===== config.mk =====
export PLATFORM = sky130hd
export DESIGN_NAME = store_buffer
export DESIGN_NICKNAME = d
export VERILOG_FILES = /design/src/rtl/store_buffer.sv
export SDC_FILE = /design/constraint.sdc
export NUM_CORES = 1
export LEC_CHECK = 0
export ABC_AREA = 1
export ABC_CLOCK_PERIOD_IN_PS = 3800
export CAP_MARGIN = 20
export CORE_ASPECT_RATIO = 1.75
export CORE_MARGIN = 4
export CORE_UTILIZATION = 50
export DETAILED_ROUTE_END_ITERATION = 8
export PLACE_DENSITY_LB_ADDON = 0.3
export SLEW_MARGIN = 20
export SYNTH_ARGS = -nofsm -noshare
export SYNTH_HDL_FRONTEND = slang
export SYNTH_SLANG_ARGS = --single-unit

===== constraint.sdc =====
create_clock -name clk -period 3.8 [get_ports clk]
set_input_delay 0.38 -clock clk [delete_from_list [all_inputs] [get_ports clk]]
set_output_delay 0.38 -clock clk [all_outputs]
set_load 0.01 [all_outputs]

===== src/rtl/store_buffer.sv =====
// store_buffer: in-order FIFO of retired stores between the MEM stage and
// data_memory. Loads get the memory port first and read through
// combinationally. A load that overlaps a pending store's word stalls until
// that store has been written.
module store_buffer #(
    parameter int WIDTH = 32,
    parameter int DEPTH = 4
) (
    input  logic                     clk,
    input  logic                     rst,
    input  logic                     req_valid,
    input  logic                     req_we,
    input  logic [2:0]               req_mode,
    input  logic [WIDTH-1:0]         req_addr,
    input  logic [WIDTH-1:0]         req_wdata,
    input  logic                     drain,
    output logic                     stall,
    output logic [WIDTH-1:0]         load_data,
    output logic                     empty,
    output logic [$clog2(DEPTH):0]   count,
    output logic [WIDTH-1:0]         mem_A,
    output logic [WIDTH-1:0]         mem_WD,
    output logic                     mem_WE,
    output logic [2:0]               mem_mode,
    input  logic                     mem_wr_ready,
    input  logic [WIDTH-1:0]         mem_RD
);

    localparam int PW = $clog2(DEPTH);
    localparam int CW = PW + 1;
    // Loads from the trigger register never wait on buffered stores.
    localparam logic [WIDTH-1:0] MMIO_ADDR = WIDTH'(32'h100);

    // Buffer storage and bookkeeping
    logic [WIDTH-1:0] ent_addr [DEPTH];
    logic [WIDTH-1:0] ent_data [DEPTH];
    logic [2:0]       ent_mode [DEPTH];
    logic [DEPTH-1:0] ent_valid;
    logic [PW-1:0]    head;
    logic [PW-1:0]    tail;
    logic [CW-1:0]    count_q;

    logic is_load;
    logic addr_match;
    logic hazard;
    logic full;
    logic drain_block;
    logic load_go;
    logic pop;
    logic push;

    assign is_load     = req_valid & ~req_we;
    assign empty       = (count_q == '0);
    assign full        = (count_q == CW'(DEPTH));
    assign count       = count_q;
    assign drain_block = drain & ~empty;
    assign hazard      = is_load & addr_match & (req_addr != MMIO_ADDR);
    // The load path never depends on pop, so the port choice below has no
    // combinational loop through stall.
    assign load_go     = is_load & ~hazard & ~drain_block;
    assign pop         = mem_WE & mem_wr_ready;
    assign stall       = hazard | (req_valid & req_we & full & ~pop) | drain_block;
    assign push        = req_valid & req_we & ~stall & ~drain_block;
    assign load_data   = mem_RD;

    // Word-granular overlap check of the request against every pending store
    always_comb begin
        // NOTE: assign a default before any conditional write so no latch is inferred.
        addr_match = 1'b0;
        for (int i = 0; i < DEPTH; i++) begin
            if (ent_valid[i] && (ent_addr[i][WIDTH-1:2] == req_addr[WIDTH-1:2])) begin
                addr_match = 1'b1;
            end
        end
    end

    // Memory port arbitration: a non-stalled load first, then the oldest store
    always_comb begin
        mem_A    = req_addr;
        mem_mode = req_mode;
        mem_WD   = '0;
        mem_WE   = 1'b0;
        if (!load_go && !empty) begin
            mem_A    = ent_addr[head];
            mem_WD   = ent_data[head];
            mem_mode = ent_mode[head];
            mem_WE   = 1'b1;
        end
    end

    // Pointers, occupancy and valid flags; reset drops every pending store
    always_ff @(posedge clk or posedge rst) begin
        if (rst) begin
            head      <= '0;
            tail      <= '0;
            count_q   <= '0;
            ent_valid <= '0;
        end else begin
            // NOTE: non-blocking assignments keep every flop sampling pre-edge values.
            if (pop) begin
                head            <= head + 1'b1;
                ent_valid[head] <= 1'b0;
            end
            // When full, tail equals head: this later write keeps the slot valid.
            if (push) begin
                tail            <= tail + 1'b1;
                ent_valid[tail] <= 1'b1;
            end
            case ({push, pop})
                2'b10:   count_q <= count_q + 1'b1;
                2'b01:   count_q <= count_q - 1'b1;
                default: count_q <= count_q;
            endcase
        end
    end

    // Entry payload written at tail on push
    always_ff @(posedge clk) begin
        // NOTE: payload is not reset; ent_valid alone decides whether a slot is live.
        if (push) begin
            ent_addr[tail] <= req_addr;
            ent_data[tail] <= req_wdata;
            ent_mode[tail] <= req_mode;
        end
    end

endmodule


==> impl_metrics.yaml, run 1 <==
synth:
  synth_top_area_frac: 0.597
  synth.distinct_cells: 30
  syn_inst: 1374
  muxShareOfSynthArea: 0
  synth_nets: 1489
  yosys_warnings: 0
  ys_ff_latch: 279
  synthTopCellsByArea: "edfxtp_1, nand2_1, a21oi_1, o21ai_0, inv_1"
  seq_area_frac_synth: 0.618
  synth_top_area_cell: "edfxtp_1"
  synth_top_family_by_area: "simple AND/OR/NAND/NOR gates"
  syn-cell-area_um2: 13500
  synth_xor_area_frac: 0.00975
  synth_fa_ha_area_frac: 0.00984
  yosys.area_share.simple: 0.163
  syn_area_per_cell_um2: 9.81
  synth_compound_area_frac: 0.125
critical_path:
  crit-reg2reg-launch: "ent_addr[1][20]"
  r2r_end: "count[2]"
  critPathKind: "primary input to output port"
  worstRegToRegCells: 20
  crit_path_end_kind: "output port"
  cp_cell_sequence: "clkdlybuf4s50_1, inv_1, o21ai_1, nor2_1, nand2_1, nor2_1, nand2_1, nor2_1, nor2_1, nand2_1, nand2_1, nand2_2, nand2_4, clkinv_8, clkbuf_16, o21ai_0, clkdlybuf4s50_1"
  cp.required_ns: 3.42
  crit_path_top_delay_cell: "clkdlybuf4s50_1"
  critPathArrivalTime_ns: 3.29
  worstPathMaxFanout: 18
  r2r_setup_slack_ns: 0.68
  cpPeakStageDelay_ns: 0.59
  start_kind: "primary input"
grt:
  grt_pass1_wl_um: 58200
  grt_pass1_vias: 10500
  met2_usage: 0.449
  use_met3: 0.0357
  grt_max_degree: 135
  track_usage: 0.254
  overflow: 0
  antenna_found_initial: 1
  gr-usage-met1: 0.278
  top_usage_layer: "met2"
placed_design:
  hpwl_um: 26900
  port_buffers: 145
  place_congestion: 1.03
  post-place-ws_ns: -0.197
sta:
  timing.final.crit_share: 0.967
  finClkSkew_ns: 0.0165
  setup_ws_ns: 0.126
  max_freq_ghz: 0.272
  tightest_slew_ns: 0.868
  max_slew_margin: 0.422
  rsz0062_at_grt: "true"
  fin_crit_ns: 3.67
  finalSetupViolCount: 0
  slew_viol_final: 0
  finalHoldViolCount: 0
run_status:
  status: "finished clean"
die:
  die_area_um2: 29700
  fp.dieH_um: 225
  rows: 79
  die-width_um: 132
  top_level_ports: 210
  core-area_um2: 26600
  initial_core_util: 0.507
pwr:
  p_leak_uw: 0.00690
  max-vdd-ir-drop_v: 0.000521
  p_total_uw: 11200
  powerDensity_nw_per_um2: 669
clocking:
  tritoncts: "built"
  cts_buffers: 25
  clk_pin_slew_ns: 0.06
  clkLatencyLatePin_ns: 0.53
  cts-root-buf: "clkbuf_16"
  post_cts_buffers: 0
  cts_sinks: 279
  cts_htree_levels: 1
  cts_buffer_depth: 3
route:
  first_iter_violations: 996
  via_per_inst: 5.65
  drc: 0
  wire_per_inst_um: 20.8
  drtAntennaViolNets: 0
  num_vias: 10600
  drt_wl_total_um: 39200
  dr.pass1.iters: 6
finish:
  diodes: 0
  postLayoutCoreUtil: 0.629
  nFillCells: 2163
  syn_to_final_growth_pct: 24.0
  layout-drive-gt1-share: 0.120
  finalNetCount: 1653
run:
  max_cap_viol_count: 0
min_path:
  hp-class: "primary input to asynchronous set/reset pin"
-- per-layer routing --
layer,up-vias,share of wire,wire length (µm)
li1,4989,-,-
met2,460,0.51,19900
met1,5003,0.35,13600
met3,170,0.060,2360
met5,-,0.00018,7
met4,2,0.082,3230
-- power by group --
part           leakage (µW)  switching [µW]  total (µW)  internal (µW)
registers           0.00256             126        3770           3640
clock network      0.000402            1080        2560           1480
logic               0.00394            2750        4860           2110
total               0.00690            3950       11200           7230
-- per-stage QoR --
step	area (µm²)	TNS [ns]	instances	hold slack, ns
2_1_floorplan	13500	0	1374	0.232
3_3_place_gp	15600	-3.52	1832	0.479
3_5_place_dp	15600	-5.14	1832	0.490
4_1_cts	16500	0	1877	0.163
5_1_grt	16700	0	1880	0.211
6_report	16700	0	1880	0.172
-- cell families after synthesis --
logic type	after synthesis
simple gates	559
compound gates	291
flops	279
buf+inv	220
xor+xnor	15
fa+ha+maj	10
-- cell usage in the layout, fill, tap and decap left out, types with 4 or more instances in the layout --
cell / synthesis / layout
a221oi_1: 18 / 12
buf_12: 0 / 17
clkinv_2: 0 / 5
inv_1: 110 / 102
bufinv_16: 0 / 4
buf_4: 34 / 57
dlygate4sd2_1: 0 / 4
nand2_2: 3 / 5
dlymetal6s2s_1: 0 / 32
clkbuf_1: 41 / 6
nand4_1: 13 / 13
xnor2_1: 9 / 8
a21oi_1: 125 / 125
xor2_1: 6 / 6
o21ai_1: 19 / 22
inv_2: 24 / 31
ha_1: 9 / 9
dfrtp_1: 11 / 9
nor2_1: 93 / 83
clkbuf_16: 0 / 28
a221oi_2: 14 / 19
clkdlybuf4s50_1: 0 / 108
nand2_1: 411 / 408
o21ai_0: 107 / 103
nand3_1: 36 / 36
clkinv_1: 0 / 4
edfxtp_1: 268 / 268
nor2_2: 0 / 9
-- cells in the mapped netlist (all sizes together) --
cell type,instances
xor2,6
a221oi,32
nand2,414
a41oi,1
edfxtp,268
fa,1
clkbuf,41
xnor2,9
dfrtp,11
a22oi,1
nand3,37
inv,134
o22ai,2
nand4,13
nor3,2
a32o,3
buf,45
o21ai,126
o211ai,1
a21oi,125
ha,9
nor2,93
-- critical path: cells and delay by family --
kind | cells | cell delay, ns
buffers and inverters | 5 | 1.59
AOI/OAI and AO/OA | 2 | 0.46
and+or+nand+nor | 10 | 0.86
-- worst max-delay path by stage --
stage,from,end,depth (start not counted)
after floorplan,req_addr[29],ent_addr[0][0],13
after global placement,req_addr[16],mem_WD[27],18
after detailed placement,req_addr[5],mem_A[4],18
after CTS,req_addr[27],mem_A[4],21
after global routing,req_addr[27],mem_A[12],21
final,req_addr[3],mem_A[0],17
-- registers in the layout, summed over array words and instances, names as in the netlist --
signal and cells:
ent_addr 128, count 3, tail 2, ent_valid 4, head 2, ent_data 128
ent_mode 12
-- layout make-up --
cell class	count	area (µm²)	area share
inverter	134	515	0.0308
clock inverter	14	169	0.0101
tap	324	405	0.0243
timing repair buffer	223	2400	0.144
clock buffer	31	648	0.0388
multi-input combinational	875	4250	0.254
sequential	279	8330	0.498
-- timing repair --
action                                 in CTS  in global routing
hold buffers                                0                  0
pin swaps                                   0                  1
gates resized for setup                    11                 64
gates cloned                                0                  3
setup endpoints to repair                  66                 66
endpoints found under the hold margin       0                  0
(Power assumes the default switching activity.)
==> run 2, diff against run 1 <==
--- a/config.mk
+++ b/config.mk
@@ -11,6 +11,7 @@
 export CORE_ASPECT_RATIO = 1.75
 export CORE_MARGIN = 4
 export CORE_UTILIZATION = 50
+export CTS_BUF_LIST = sky130_fd_sc_hd__clkbuf_4 sky130_fd_sc_hd__clkbuf_8
 export DETAILED_ROUTE_END_ITERATION = 8
 export PLACE_DENSITY_LB_ADDON = 0.3
 export SLEW_MARGIN = 20
==> run 2 against run 1 <==
Effect of this change:
- sequential power about the same
- first-iteration DRC count increased by 0.40%
- utilization about the same
- global-route usage increased by 0.41 points
- combinational power about the same
- power decreased by 1.4%
- register-to-register slack improved by 0.04 ns
- sequential share of layout area about the same
- wire length increased by 1.7%
- die area unchanged
- critical path type unchanged
==> impl_metrics.yaml, run 2 (synthesized netlist as in run 1, its figures left out) <==
finish:
  diodes: 0
  syn_to_final_growth_pct: 23.9
  final_common_cell: "nand2_1"
  final_area_um2: 16700
  nFillCells: 2161
  finalNetCount: 1669
  layout-drive-gt1-share: 0.134
  reg_top3: "ent_addr (128), ent_data (128), ent_mode (12)"
  final_cell_mix: "nand2_1, edfxtp_1, a21oi_1"
grt:
  grt_max_degree: 135
  antenna_found_initial: 1
  overflow: 0
  grt_pass1_vias: 10700
  grt_pass1_wl_um: 58900
  track_usage: 0.258
clocking:
  clk_pin_slew_ns: 0.07
  tritoncts: "built"
  postCtsHoldBufs: 0
  cts_htree_levels: 2
  cts_buffer_depth: 3
  cts-root-buf: "clkbuf_8"
  clkLatencyLatePin_ns: 0.56
  cts_sinks: 279
  cts_buffers: 40
pwr:
  max-vdd-ir-drop_v: 0.000513
  p_leak_uw: 0.00693
  powerDensity_nw_per_um2: 661
route:
  dr.pass1.iters: 7
  first_iter_violations: 1000
  via_per_inst: 5.65
  wire_per_inst_um: 20.9
  drc: 0
  drt_wl_total_um: 39800
  drtAntennaViolNets: 0
  num_vias: 10800
sta:
  finClkSkew_ns: 0.0288
  finalHoldViolCount: 0
  fin_crit_ns: 3.67
  max_freq_ghz: 0.273
  max_slew_margin: 0.417
  timing.final.crit_share: 0.965
  setup_ws_ns: 0.131
  rsz0062_at_grt: "true"
  tightest_slew_ns: 0.875
  slew_viol_final: 0
  timing.hold.ws_ns: 0.131
  finalSetupViolCount: 0
critical_path:
  crit_path_start: "req_addr[4]"
  worstPathMaxFanout: 24
  critPathArrivalTime_ns: 3.29
  worstRegToRegCells: 20
  start_kind: "primary input"
  crit_path_end_kind: "output port"
  crit-reg2reg-launch: "ent_addr[1][20]"
  cp.required_ns: 3.42
  critPathKind: "primary input to output port"
placed_design:
  port_buffers: 145
  hpwl_um: 26900
  placed_area_um2: 15600
  post-place-ws_ns: -0.197
  place_congestion: 1.03
die:
  initial_core_util: 0.507
  fp.dieH_um: 225
  core-area_um2: 26600
  rows: 79
  die-width_um: 132
  top_level_ports: 210
  die_area_um2: 29700
run:
  max_cap_viol_count: 0
min_path:
  hp-class: "primary input to asynchronous set/reset pin"
run_status:
  status: "finished clean"
-- run 2: path summary, 6_finish.rpt --
kind / end / slack (ns)
worst max-delay path: mem_WD[14] / 0.13
worst min-delay path: head[0] / 0.13
worst max register to register: count[2] / 0.72
worst min register to register: ent_valid[1] / 0.50
max in group asynchronous: head[0] / 3.31
min in group clk: ent_addr[3][25] / 0.31
-- run 2: critical path: stages --
cell             delay [ns]
clkdlybuf4s50_1        0.54
inv_1                  0.14
nand2_1                0.13
nand2_1                0.06
nor2_1                 0.19
nand2_1                0.08
nor2_1                 0.10
nand2_1                0.08
nor2_1                 0.11
nor2_1                 0.05
nand2_1                0.10
nand2_1                0.07
nand2_2                0.09
nand2_4                0.09
buf_12                 0.19
a221oi_1               0.26
clkdlybuf4s50_1        0.61
-- run 2: where the power goes --
part,switching (µW),internal [µW],leakage [µW]
Combinational,2770,2110,0.00396
Clock,1120,1270,0.000414
Sequential,124,3640,0.00256
-- run 2: final cells by class --
type	instances	area, µm²	share of cell area
clock inverters	18	133	0.00794
flip-flops and latches	279	8330	0.499
well taps	324	405	0.0243
repair buffers	224	2410	0.145
clock buffers	54	662	0.0396
inverters	134	515	0.0309
multi-input cells	875	4240	0.254
-- run 2: layer usage --
| layer | part of all wire | GRT usage |
|---|---|---|
| met1 | 0.35 | 0.276 |
| met2 | 0.51 | 0.453 |
| met3 | 0.064 | 0.0483 |
| met4 | 0.082 | 0.190 |
| met5 | 0.00018 | 0 |
-- run 2: what timing repair did --
item / 4_1_cts / 5_1_grt
gates resized for setup: 14 / 65
setup endpoints to repair: 66 / 64
gates cloned: 0 / 4
pin swaps: 0 / 1
setup buffers: 0 / 0
-- run 2: metrics by stage --
stage,setup TNS (ns),utilization,power (µW),std cells
2_1_floorplan,0,-,6310,1374
3_3_place_gp,-3.52,0.588,8520,1832
6_report,0,0.628,11000,1908
3_5_place_dp,-5.14,0.588,8580,1832
5_1_grt,-0.0273,0.628,11700,1908
4_1_cts,0,0.618,11000,1904
==> run 3, diff against run 2 <==
--- a/config.mk
+++ b/config.mk
@@ -6,7 +6,7 @@
 export NUM_CORES = 1
 export LEC_CHECK = 0
 export ABC_AREA = 1
-export ABC_CLOCK_PERIOD_IN_PS = 3800
+export ABC_CLOCK_PERIOD_IN_PS = 4500
 export CAP_MARGIN = 20
 export CORE_ASPECT_RATIO = 1.75
 export CORE_MARGIN = 4
==> constraint.sdc (replaced) <==
create_clock -name clk -period 4.5 [get_ports clk]
set_input_delay 0.45 -clock clk [delete_from_list [all_inputs] [get_ports clk]]
set_output_delay 0.45 -clock clk [all_outputs]
set_load 0.01 [all_outputs]
==> run 3 against run 2 <==
Effect of this change:
- hold slack better by 0.070 ns
- sequential share of layout area is 2.7 points higher
- non-clock buffer count is 60 lower
- global-route usage is 1.4 points lower
- highest routed layer is now met4
==> impl_metrics.yaml, run 3 (synthesized netlist as in run 1, its figures left out) <==
finish:
  syn_to_final_growth_pct: 17.5
  nFillCells: 2237
  final_cell_mix: "nand2_1, edfxtp_1, clkdlybuf4s50_1"
  layout-drive-gt1-share: 0.0821
  finalNetCount: 1609
  reg_top3: "ent_addr (128), ent_data (128), ent_mode (12)"
  final_common_cell: "nand2_1"
pwr:
  p_int_uw: 5640
  powerDensity_nw_per_um2: 562
  p_seq_frac: 0.358
  pwr-share-comb: 0.430
  p_sw_uw: 3250
  p_leak_uw: 0.00616
  clkPwrFrac: 0.213
  swShare: 0.366
  max-vdd-ir-drop_v: 0.000397
grt:
  grt_pass1_wl_um: 55800
  antenna_found_initial: 1
  grt_pass1_vias: 10000
  track_usage: 0.244
  grt_max_degree: 183
  overflow: 0
sta:
  slew_viol_final: 0
  timing.hold.ws_ns: 0.201
  finalSetupViolCount: 0
  rsz0062_at_grt: "false"
  finClkSkew_ns: 0.0184
  fin_setup_tns_ns: 0
  fin_crit_ns: 4.38
  finalHoldViolCount: 0
  max_slew_margin: 0.447
  tightest_slew_ns: 0.830
  timing.final.crit_share: 0.974
  max_freq_ghz: 0.228
route:
  drtAntennaViolNets: 0
  wire_per_inst_um: 20.2
  drc: 0
  via_per_inst: 5.60
  first_iter_violations: 953
  dr.pass1.iters: 7
  num_vias: 10300
  drt_wl_total_um: 37200
die:
  fp.dieH_um: 225
  core-area_um2: 26600
  die-width_um: 132
  die_area_um2: 29700
  initial_core_util: 0.507
  top_level_ports: 210
  rows: 79
critical_path:
  crit-reg2reg-launch: "ent_addr[3][27]"
  cp.required_ns: 4.05
  crit_path_start: "req_addr[23]"
  critPathKind: "primary input to output port"
  r2r_end: "count[2]"
  worstPathMaxFanout: 34
  critPathArrivalTime_ns: 3.93
  crit_path_top_delay_cell: "clkdlybuf4s50_1"
  r2r_setup_slack_ns: 1.15
  crit_path_end_kind: "output port"
  crit_buf_inv: 5
  start_kind: "primary input"
  cp_cell_sequence: "clkdlybuf4s50_1, inv_2, o21ai_0, nor2_1, nand2_1, nor2_1, nand2_1, nor2_1, nor2_1, nand2_1, nand2_1, nand2_2, nand2_2, inv_2, buf_12, o21ai_0, clkdlybuf4s50_1"
  worstRegToRegCells: 20
  cp_top_family: "buffers and inverters"
  cpPeakStageDelay_ns: 0.66
clocking:
  cts_buffers: 40
  clkLatencyLatePin_ns: 0.56
  post_cts_buffers: 0
  postCtsResizedCells: 0
  postCtsHoldBufs: 0
  cts_sinks: 279
  cts_buffer_depth: 3
  tritoncts: "built"
  cts_htree_levels: 2
  clk_pin_slew_ns: 0.06
  cts-root-buf: "clkbuf_8"
placed_design:
  hpwl_um: 24300
  place_congestion: 0.986
  port_buffers: 145
run:
  max_cap_viol_count: 0
min_path:
  hp-class: "primary input to asynchronous set/reset pin"
run_status:
  status: "finished clean"
==> run 3: cell count changes in the layout (fill, tap and decap cells not counted), sizes merged, moves of 2 or more <==
cell           previous run  this run
dlygate4sd2               6         0
diode                     0         2
clkbuf                   58        50
dlymetal6s2s             32         0
bufinv                    2         0
buf                      76        19
clkdlybuf4s50           106       145
inv                     133       135
==> run 3: how the worst max path moves through the flow <==
| stage | endpoint | depth (start not counted) |
|---|---|---|
| 3_3_place_gp | mem_A[5] | 17 |
| 4_1_cts | mem_A[5] | 17 |
| 2_1_floorplan | ent_addr[0][0] | 13 |
| 5_1_grt | mem_A[5] | 19 |
| 6_report | mem_A[5] | 17 |
| 3_5_place_dp | mem_A[5] | 17 |
==> run 3: power groups by stage <==
stage                     clock network (µW)  registers, µW  logic [µW]
final                                   1890           3180        3820
after global routing                    2050           3200        4150
after CTS                               1930           3180        3850
after detailed placement                   0           3230        3820
after global placement                     0           3230        3790
after floorplan                            0           3210        2120
==> run 3: worst reg2reg max path: stages, from the launching register on <==
cell,delay (ns)
edfxtp_1,0.39
inv_1,0.05
nand2_1,0.09
o21ai_0,0.26
nor2_1,0.16
nand2_1,0.07
nor2_1,0.20
nand2_1,0.08
nor2_1,0.11
nor2_1,0.05
nand2_1,0.11
nand2_1,0.08
nand2_2,0.08
nand3_1,0.21
inv_1,0.26
ha_1,0.19
inv_1,0.06
fa_1,0.37
a21oi_1,0.14
o21ai_0,0.12
xor2_1,0.16
==> run 3: area by class of cell <==
| cell class | instances | area (µm²) | area share |
|---|---|---|---|
| clock inverters | 20 | 96.3 | 0.00608 |
| inverters | 134 | 503 | 0.0318 |
| repair buffers | 164 | 1710 | 0.108 |
| well taps | 324 | 405 | 0.0256 |
| clock buffers | 50 | 644 | 0.0407 |
| diodes | 2 | 5.00 | 0.000316 |
| flip-flops and latches | 279 | 8330 | 0.526 |
| multi-input cells | 875 | 4150 | 0.262 |
==> run 3: through the flow <==
stage / power, µW / setup slack, ns / utilization / cell area [µm²] / cells
2_1_floorplan: 5330 / 1.11 / - / 13500 / 1374
3_3_place_gp: 7020 / 0.252 / 0.568 / 15100 / 1776
3_5_place_dp: 7060 / 0.230 / 0.568 / 15100 / 1776
4_1_cts: 8960 / 0.207 / 0.595 / 15800 / 1846
5_1_grt: 9400 / 0.0528 / 0.595 / 15800 / 1847
6_report: 8890 / 0.117 / 0.596 / 15800 / 1848
==> run 3: per-layer routing <==
layer  part of all wire  track usage  up-vias
met3              0.061       0.0382      125
met4              0.063        0.151        0
met2               0.52        0.433      451
met1               0.36        0.274     4873
met5                  0            0        -
li1                   -            -     4894
==> patch: new RTL, flow settings as in run 1 <==
The parameter `DEPTH` goes from 4 to 2.
--- a/src/rtl/store_buffer.sv
+++ b/src/rtl/store_buffer.sv
@@ -6,3 +6,3 @@
     parameter int WIDTH = 32,
-    parameter int DEPTH = 4
+    parameter int DEPTH = 2
 ) (
Ports: changed (resized count); port bits go from 210 to 209. The function was not compared with the original's and may differ.
==> patch against run 1 <==
Final area decreased by 44%; setup slack improved by 0.037 ns; wire length decreased by 55%; sequential cell count decreased by 139; synthesized area decreased by 46%; power decreased by 44%; critical path depth increased by 1; non-clock buffer count decreased by 66; register-to-register slack improved by 0.26 ns.
==> patch: results (changes against run 1) <==
outcome finished clean (unchanged); GP Congestion 0.910 (was 1.03); initial drt markers 247 (was 996); Antenna diodes 0 (unchanged); Synth Warn # 0 (unchanged); CP most frequent cell nand2_1; Clock power frac 26.0% (was 22.9%); actual slew at the worst max-slew pin 0.492 ns (was 0.868 ns); top cells by area, synth edfxtp_1 (55%), nand2_1 (10%), mux2i_1 (4.4%), o211ai_2 (4.3%), inv_1 (4.2%) (was edfxtp_1 (60%), nand2_1 (11%), a21oi_1 (4.6%), o21ai_0 (4.0%), inv_1 (3.1%)); GR Util met3 6.29% (was 3.57%); Hold Path Class input pin to async pin (unchanged); clock root cell clkbuf_16 (unchanged); Worst VDD drop 0.421 mV (was 0.521 mV); antenna violations before repair 0 (was 1); vias in the first global route 5,473 (was 10,532); Psw 0.00218 W (was 0.00395 W); CP arrival 3.26 ns (was 3.29 ns); CP peak stage delay 0.61 ns (was 0.59 ns); Synth async-reset ratio 4.29% (was 3.94%); number of synthesized flops with an enable pin 134 (was 268); CP max-delay cell clkdlybuf4s50_1 (unchanged); worst-skew pair later-pin latency 0.43 ns (was 0.53 ns); synth unique cells 32 (was 30); largest net degree at the start of global routing 71 (was 135); crit-path max FO 10 (was 18); TritonRoute pass-1 iters 5 (was 6); NumNets Final 943 (was 1,653); post-CTS setup buffers 0 (unchanged); first-pass GRT wire length 27,400 um (was 58,200 um); Largest regs ent_addr x64, ent_data x64, ent_mode x6 (was ent_addr x128, ent_data x128, ent_mode x12); layout cells sized above 1 15.2% (was 12.0%); pre-CTS worst setup slack 0.204 ns (was -0.197 ns); Main synth FF type edfxtp_1 (unchanged); Port Buffer Count 144 (was 145); final wirelength 17,700 um (was 39,200 um); post_cts resized 0 (was 11); Tot GR Track Use 21.4% (was 25.4%); Placed Area 8720 um2 (was 15,600 um2); # H-tree levels 4 (was 1); clk buf depth 2 (was 3); Final Skew 0.0229 ns (was 0.0165 ns); hpwl dp 13,100 um (was 26,900 um); setup violators final 0 (unchanged); met1 Resource Use GR 21.5% (was 27.8%); top cells by count, synth nand2_1 (198), edfxtp_1 (134), inv_1 (81) (was nand2_1 (411), edfxtp_1 (268), a21oi_1 (125)); CTS clk-pin slew, worst paths 0.07 ns; Mapped Nets 822 (was 1,489); CTS buffer count 17 (was 25); Via-to-Cell Ratio 5.04 (was 5.65); register area share after synthesis 57.3% (was 61.8%); Static Leakage 3.80 nW (was 6.90 nW); critical path's top delay family buffers and inverters (unchanged); GR Util met2 38.9% (was 44.9%)
[patch: layout make-up]
class / count / area [um2]
timing repair buffer: 157 / 1600
fill: 1130 / 5040
clock buffer: 17 / 425
clock inverter: 15 / 166
multi-input combinational: 409 / 2310
inverter: 112 / 422
sequential: 140 / 4180
tap: 180 / 225
[patch: cell families (layout without fill, tap and decap cells)]
logic type	count (synthesis)	after routing	synth area share, %
mux	32	32	4.40
compound gates	75	75	9.29
buf+inv	167	301	11.2
flops	140	140	57.3
xor+xnor	22	22	2.64
simple gates	279	279	15.0
fa+ha+maj	1	1	0.172
[patch: metal layers]
metal | vias up | routed length [um]
met3 | 57 | 1130
met5 | - | 0
met1 | 2379 | 6140
met4 | 0 | 804
li1 | 2573 | -
met2 | 181 | 9610
[patch: path summary, 6_finish.rpt]
path | cells past startpoint | to | slack, ns | startpoint
setup / recovery | 18 | mem_A[15] | 0.16 | req_addr[6]
hold / removal | 2 | ent_valid[1] | 0.18 | rst
setup reg to reg | 14 | ent_data[0][17] | 0.94 | ent_addr[0][28]
hold reg to reg | 2 | tail | 0.51 | tail
max in group asynchronous | 2 | head | 3.39 | rst
min in group clk | 2 | tail | 0.51 | tail
[patch: per-stage QoR]
stage	cells	util (%)
6_report	1030	64.9
5_1_grt	1030	64.9
4_1_cts	1030	64.8
3_5_place_dp	998	60.7
3_3_place_gp	998	60.7
2_1_floorplan	716	-
[patch: power groups by stage]
stage	logic, W	clock network [W]	registers, W
3_3_place_gp	0.00261	0	0.00201
6_report	0.00262	0.00162	0.00198
4_1_cts	0.00266	0.00165	0.00198
5_1_grt	0.00283	0.00173	0.00200
2_1_floorplan	0.00151	0	0.00197
3_5_place_dp	0.00264	0	0.00201
